File: config.mk
export PLATFORM = sky130hd
export DESIGN_NAME = program_loader_flat
export DESIGN_NICKNAME = d
export VERILOG_FILES = /design/src/rtl/program_loader_if.sv /design/src/rtl/program_loader.sv /design/src/flat_wrapper.sv
export SDC_FILE = /design/constraint.sdc
export NUM_CORES = 1
export LEC_CHECK = 0
export ABC_AREA = 1
export CORE_MARGIN = 2
export CORE_UTILIZATION = 41
export DETAILED_ROUTE_END_ITERATION = 10
export GPL_TIMING_DRIVEN = 1
export PLACE_DENSITY = 0.86
export SLEW_MARGIN = 25
export SYNTH_ARGS = -nofsm -noshare
export SYNTH_HDL_FRONTEND = slang
export SYNTH_SLANG_ARGS = --single-unit
File: constraint.sdc
create_clock -name clk -period 1.68 [get_ports clk]
set_input_delay 0.252 -clock clk [delete_from_list [all_inputs] [get_ports clk]]
set_output_delay 0.252 -clock clk [all_outputs]
set_load 0.1 [all_outputs]
File: src/rtl/program_loader_if.sv
// ============================================================================
// Module : program_loader_if
// Brief  : Request handshake and instruction-memory write bus of the loader.
// Rev    : 1.0  initial release
// ============================================================================
`default_nettype none

interface program_loader_if #(
    parameter int ADDR_W = 3
);
    logic              in_valid;
    logic              in_ready;
    logic [1:0]        in_kind;
    logic [4:0]        in_rs;
    logic [4:0]        in_rt;
    logic [4:0]        in_rd;
    logic [15:0]       in_imm;
    logic              seal;
    logic              mem_we;
    logic [ADDR_W-1:0] mem_waddr;
    logic [31:0]       mem_wdata;

    modport master (
        output in_valid, in_kind, in_rs, in_rt, in_rd, in_imm, seal,
        input  in_ready, mem_we, mem_waddr, mem_wdata
    );

    modport slave (
        input  in_valid, in_kind, in_rs, in_rt, in_rd, in_imm, seal,
        output in_ready, mem_we, mem_waddr, mem_wdata
    );
endinterface

`default_nettype wire

File: src/rtl/program_loader.sv
// ============================================================================
// Module : program_loader
// Brief  : Encodes instruction requests and writes them into instruction memory.
// Rev    : 1.0  initial release
// ============================================================================
`default_nettype none

module program_loader #(
    parameter int DEPTH  = 7,
    parameter int ADDR_W = 3
) (
    input  wire logic        clk,
    input  wire logic        reset,
    program_loader_if.slave  bus,
    output logic [ADDR_W-1:0] count,
    output logic             full,
    output logic             prog_ready,
    output logic             overflow
);

    localparam logic [1:0] S_LOAD  = 2'd0;
    localparam logic [1:0] S_WRITE = 2'd1;
    localparam logic [1:0] S_DONE  = 2'd2;

    localparam logic [ADDR_W-1:0] C_DEPTH = ADDR_W'(DEPTH);
    localparam logic [ADDR_W-1:0] C_ONE   = ADDR_W'(1);

    logic [1:0]        r_state;
    logic [1:0]        w_next_state;
    logic [ADDR_W-1:0] r_count;
    logic [ADDR_W-1:0] r_waddr;
    logic [31:0]       r_wdata;
    logic              r_seal_pend;
    logic              r_overflow;
    logic              w_full;
    logic              w_in_ready;
    logic              w_accept;

    function automatic logic [31:0] encode(
        input logic [1:0]  kind,
        input logic [4:0]  rs,
        input logic [4:0]  rt,
        input logic [4:0]  rd,
        input logic [15:0] imm
    );
        logic [31:0] word;
        case (kind)
            2'd0:    word = {6'h09, rs, rt, imm};
            2'd1:    word = {6'h00, rs, rt, rd, 5'b0, 6'h21};
            2'd2:    word = {6'h00, rs, rt, rd, 5'b0, 6'h23};
            default: word = 32'h0;
        endcase
        return word;
    endfunction

    assign w_full   = (r_count == C_DEPTH);
    assign w_accept = bus.in_valid && w_in_ready;

    always_ff @(posedge clk) begin
        if (reset) begin
            r_state <= S_LOAD;
        end else begin
            r_state <= w_next_state;
        end
    end

    always_comb begin
        w_next_state = r_state;
        case (r_state)
            S_LOAD: begin
                if (w_accept) begin
                    w_next_state = S_WRITE;
                end else if (bus.seal) begin
                    w_next_state = S_DONE;
                end
            end
            // A seal seen during accept or during the write itself ends loading here.
            S_WRITE: w_next_state = (r_seal_pend || bus.seal) ? S_DONE : S_LOAD;
            S_DONE:  w_next_state = S_DONE;
            default: w_next_state = S_LOAD;
        endcase
    end

    always_comb begin
        w_in_ready = (r_state == S_LOAD) && !w_full;
        // Gating with reset drops a write that is in flight when reset arrives.
        bus.mem_we = (r_state == S_WRITE) && !reset;
        prog_ready = (r_state == S_DONE);
    end

    always_ff @(posedge clk) begin
        if (reset) begin
            r_count     <= '0;
            r_waddr     <= '0;
            r_wdata     <= 32'h0;
            r_seal_pend <= 1'b0;
            r_overflow  <= 1'b0;
        end else begin
            if (w_accept) begin
                r_waddr     <= r_count;
                r_wdata     <= encode(bus.in_kind, bus.in_rs, bus.in_rt, bus.in_rd, bus.in_imm);
                r_seal_pend <= bus.seal;
            end
            if (r_state == S_WRITE) begin
                r_count <= r_count + C_ONE;
            end
            if ((r_state == S_LOAD) && w_full && bus.in_valid) begin
                r_overflow <= 1'b1;
            end
        end
    end

    assign bus.in_ready  = w_in_ready;
    assign bus.mem_waddr = r_waddr;
    assign bus.mem_wdata = r_wdata;
    assign count         = r_count;
    assign full          = w_full;
    assign overflow      = r_overflow;

endmodule

`default_nettype wire

File: src/flat_wrapper.sv
// flat-port wrapper written by rule: the top's interface ports become plain ports
module program_loader_flat 
#(
    parameter int DEPTH  = 7,
    parameter int ADDR_W = 3
)
  (clk, reset, count, full, prog_ready, overflow, bus_in_valid, bus_in_kind, bus_in_rs, bus_in_rt, bus_in_rd, bus_in_imm, bus_seal, bus_in_ready, bus_mem_we, bus_mem_waddr, bus_mem_wdata);
  program_loader_if #(.ADDR_W(ADDR_W)) bus_i ();
  input  wire logic clk;
  input  wire logic reset;
  output logic [ADDR_W-1:0] count;
  output logic full;
  output logic prog_ready;
  output logic overflow;
  input wire logic [$bits(bus_i.in_valid)-1:0] bus_in_valid;
  input wire logic [$bits(bus_i.in_kind)-1:0] bus_in_kind;
  input wire logic [$bits(bus_i.in_rs)-1:0] bus_in_rs;
  input wire logic [$bits(bus_i.in_rt)-1:0] bus_in_rt;
  input wire logic [$bits(bus_i.in_rd)-1:0] bus_in_rd;
  input wire logic [$bits(bus_i.in_imm)-1:0] bus_in_imm;
  input wire logic [$bits(bus_i.seal)-1:0] bus_seal;
  output wire logic [$bits(bus_i.in_ready)-1:0] bus_in_ready;
  output wire logic [$bits(bus_i.mem_we)-1:0] bus_mem_we;
  output wire logic [$bits(bus_i.mem_waddr)-1:0] bus_mem_waddr;
  output wire logic [$bits(bus_i.mem_wdata)-1:0] bus_mem_wdata;
  assign bus_i.in_valid = bus_in_valid;
  assign bus_i.in_kind = bus_in_kind;
  assign bus_i.in_rs = bus_in_rs;
  assign bus_i.in_rt = bus_in_rt;
  assign bus_i.in_rd = bus_in_rd;
  assign bus_i.in_imm = bus_in_imm;
  assign bus_i.seal = bus_seal;
  assign bus_in_ready = bus_i.in_ready;
  assign bus_mem_we = bus_i.mem_we;
  assign bus_mem_waddr = bus_i.mem_waddr;
  assign bus_mem_wdata = bus_i.mem_wdata;
  program_loader #(.DEPTH(DEPTH), .ADDR_W(ADDR_W)) u_core (.clk(clk), .reset(reset), .bus(bus_i), .count(count), .full(full), .prog_ready(prog_ready), .overflow(overflow));
endmodule
==> flow_summary.yaml <==
status:
  outcome: "completed"
floorplanning:
  coreArea_um2: 3970
  die_x_um: 68.2
  pin_count: 80
  dieArea_um2: 4650
  num_rows: 23
  initial_core_util_pct: 42.6
  die_y_um: 68.2
worst_setup_path:
  crit_fanout: 4
  crit_end: "bus_in_ready"
  reg2reg_slack_ps: 160
  reg2reg_to: "u_core.r_seal_pend$_SDFFE_PP0P_"
  arrival_ps: 1380
  crit_type: "reg2out"
  crit_start: "u_core.count[1]$_SDFFE_PP0P_"
  reg2regPathDepth: 8
  timing.rr.start: "u_core.count[1]$_SDFFE_PP0P_"
  required_ps: 1430
  cp-end-kind: "primary output"
  startpoint_type: "register"
route:
  drt_pass1_iterations: 4
  initialDrtViolationCount: 52
  via_per_inst: 4.78
  via_count: 1749
  routed_wl_mm: 4.67
  ant_nets: 0
  drt-wirelength-per-cell_um: 12.8
  drc: 0
worst_hold_path:
  hp-class: "reg2reg"
job:
  cap_violations: 0
global_route:
  met2_usage_pct: 38.1
  grt_pass1_vias: 1744
  antenna_found_initial: 0
  grt_util_all_layers_pct: 22.2
  overflow: 0
  grt_max_degree: 25
  busiest_layer: "met2"
  gr-usage-met3_pct: 6.91
  gr-usage-met1_pct: 24.6
  grt_pass1_wl_mm: 7.66
sta:
  hold_viol: 0
  whs_ps: 476
  finalCritPeriodShare_pct: 97.0
  finalSetupViolCount: 0
  max_freq_mhz: 614
  period_minus_slack_ps: 1630
  fin_worst_skew_ps: 6.82
  report.final.slew_viol_count: 0
  rsz0062_at_grt: "false"
clock_network:
  htree_levels: 2
  root_buffer: "clkbuf_8"
  cts_sinks: 37
  cts_tree: "done"
  clk_pin_slew_ps: 70
  hold_buffers: 0
  clk_latency_ps: 290
  cts_buffers: 5
  cts.path.max_buffers: 2
power:
  power_mw: 2.50
  ir_worst_vdd_v: 0.000535
  p_leak_nw: 1.44
  power_per_cell_area_nw_per_um2: 812
placement:
  place_area_um2: 2960
  place_hpwl_mm: 3.68
  finalWeightedCongestion: 0.766
  portBuffers: 75
layout:
  area_delta_synth_final_pct: 82.1
  nFillCells: 284
  stdcell_area_um2: 3080
  nets: 359
  drive_gt1_share_pct: 26.6
  postLayoutCoreUtil_pct: 77.5
  n_antenna_cell: 0
yosys:
  yosysSeqAreaShare_pct: 43.8
  synth_area_um2: 1690
  synthCells: 229
  synth_area_per_cell_um2: 7.38
  yosys.cell_types.count: 22
  ys_ff_latch: 37
  yosysWarnings: 0
[final cells by class]
class	instances	area, µm²	share of cell area, %
Clock buffer	7	96.3	3.13
Tap cell	50	62.6	2.03
Timing Repair Buffer	88	1240	40.2
Clock inverter	1	5.00	0.163
Sequential cell	37	753	24.5
Inverter	22	91.3	2.97
Multi-Input combinational cell	161	831	27.0
[where the power goes]
| group | switching (mW) | leakage [nW] | total (mW) | internal [mW] |
|---|---|---|---|---|
| Combinational | 0.529 | 1.08 | 0.843 | 0.314 |
| Sequential | 0.0539 | 0.303 | 0.972 | 0.918 |
| Clock | 0.312 | 0.0542 | 0.683 | 0.371 |
| Total | 0.895 | 1.44 | 2.50 | 1.60 |
[synthesized netlist by cell type, drive strengths merged]
| cell type | instances | share of area [%] |
|---|---|---|
| a21oi | 3 | 0.89 |
| buf | 12 | 5.6 |
| nand3 | 19 | 6.4 |
| nor3 | 1 | 0.30 |
| a31oi | 2 | 0.74 |
| nand4 | 2 | 2.0 |
| conb | 1 | 0.22 |
| inv | 22 | 5.0 |
| nor2 | 32 | 7.5 |
| ha | 7 | 5.2 |
| o21ai | 13 | 3.8 |
| nand2 | 78 | 19 |
| dfxtp | 37 | 44 |
[per-stage QoR]
stage | worst slack [ps] | instances | TNS [ps]
final | 50.6 | 366 | 0
after global routing | 7.60 | 366 | 0
after CTS | 0.627 | 366 | 0
after detailed placement | -174 | 358 | -1410
after global placement | -26.1 | 358 | -148
after floorplan | -306 | 232 | -4290
[worst max-delay path, cell delays in order (launching register included)]
cell     delay [ps]
dfxtp_4         370
ha_4            160
ha_4            190
nor3_4          160
buf_12          200
[routing by layer]
layer	wire, µm	vias up
li1	-	871
met1	1730	794
met2	2470	67
met3	319	17
met4	153	0
met5	0	-
[what timing repair did]
item | 4_1_cts | 5_1_grt
buffers inserted | 0 | 0
gates resized for setup | 2 | 3
hold endpoints to repair | 0 | 0
pin swaps | 0 | 1
endpoints found under the setup margin | 1 | 3
[how the worst min path moves through the flow]
stage / start / end / slack [ps] / cells after the start
floorplan: bus_in_imm[2] / u_core.bus.mem_wdata[2]$_SDFFE_PP0P_ / 380 / 2
global placement: u_core.r_seal_pend$_SDFFE_PP0P_ / u_core.r_seal_pend$_SDFFE_PP0P_ / 450 / 2
detailed placement: u_core.r_seal_pend$_SDFFE_PP0P_ / u_core.r_seal_pend$_SDFFE_PP0P_ / 460 / 2
CTS: u_core.r_seal_pend$_SDFFE_PP0P_ / u_core.r_seal_pend$_SDFFE_PP0P_ / 480 / 2
global route: u_core.bus.mem_wdata[13]$_SDFFE_PP0P_ / u_core.bus.mem_wdata[13]$_SDFFE_PP0P_ / 510 / 2
finish: u_core.r_seal_pend$_SDFFE_PP0P_ / u_core.r_seal_pend$_SDFFE_PP0P_ / 480 / 2
[cell families after synthesis]
family	synth area share, %
compound gates	5.48
fa+ha+maj	5.18
buf+inv	10.6
flops	43.8
other cells	0.222
simple gates	34.7
[state kept, by name (all words and copies together) (netlist names)]
| register | cells |
|---|---|
| u_core.count | 3 |
| u_core.overflow | 1 |
| u_core.bus.mem_wdata | 27 |
| u_core.r_state | 2 |
| u_core.bus.mem_waddr | 3 |
| u_core.r_seal_pend | 1 |
[layout by cell type, fill, tap and decap left out]
| master | n |
|---|---|
| nand4_2 | 1 |
| nand2_4 | 1 |
| conb_1 | 4 |
| a31oi_1 | 2 |
| dfxtp_2 | 1 |
| nor3_4 | 1 |
| nand2_2 | 6 |
| nand2_1 | 71 |
| inv_1 | 18 |
| dfxtp_1 | 33 |
| nor2_1 | 29 |
| buf_12 | 39 |
| nand4_4 | 1 |
| inv_2 | 2 |
| buf_4 | 13 |
| ha_4 | 2 |
| o21ai_0 | 13 |
| clkinvlp_4 | 1 |
| clkbuf_8 | 7 |
| ha_1 | 5 |
| clkinv_2 | 1 |
| nand3_4 | 1 |
| nor2_2 | 1 |
| inv_6 | 1 |
| nor2_4 | 2 |
| dfxtp_4 | 3 |
| a21oi_1 | 3 |
| nand3_1 | 18 |
| clkdlybuf4s50_1 | 36 |
Power figures use the tool's default switching activity.
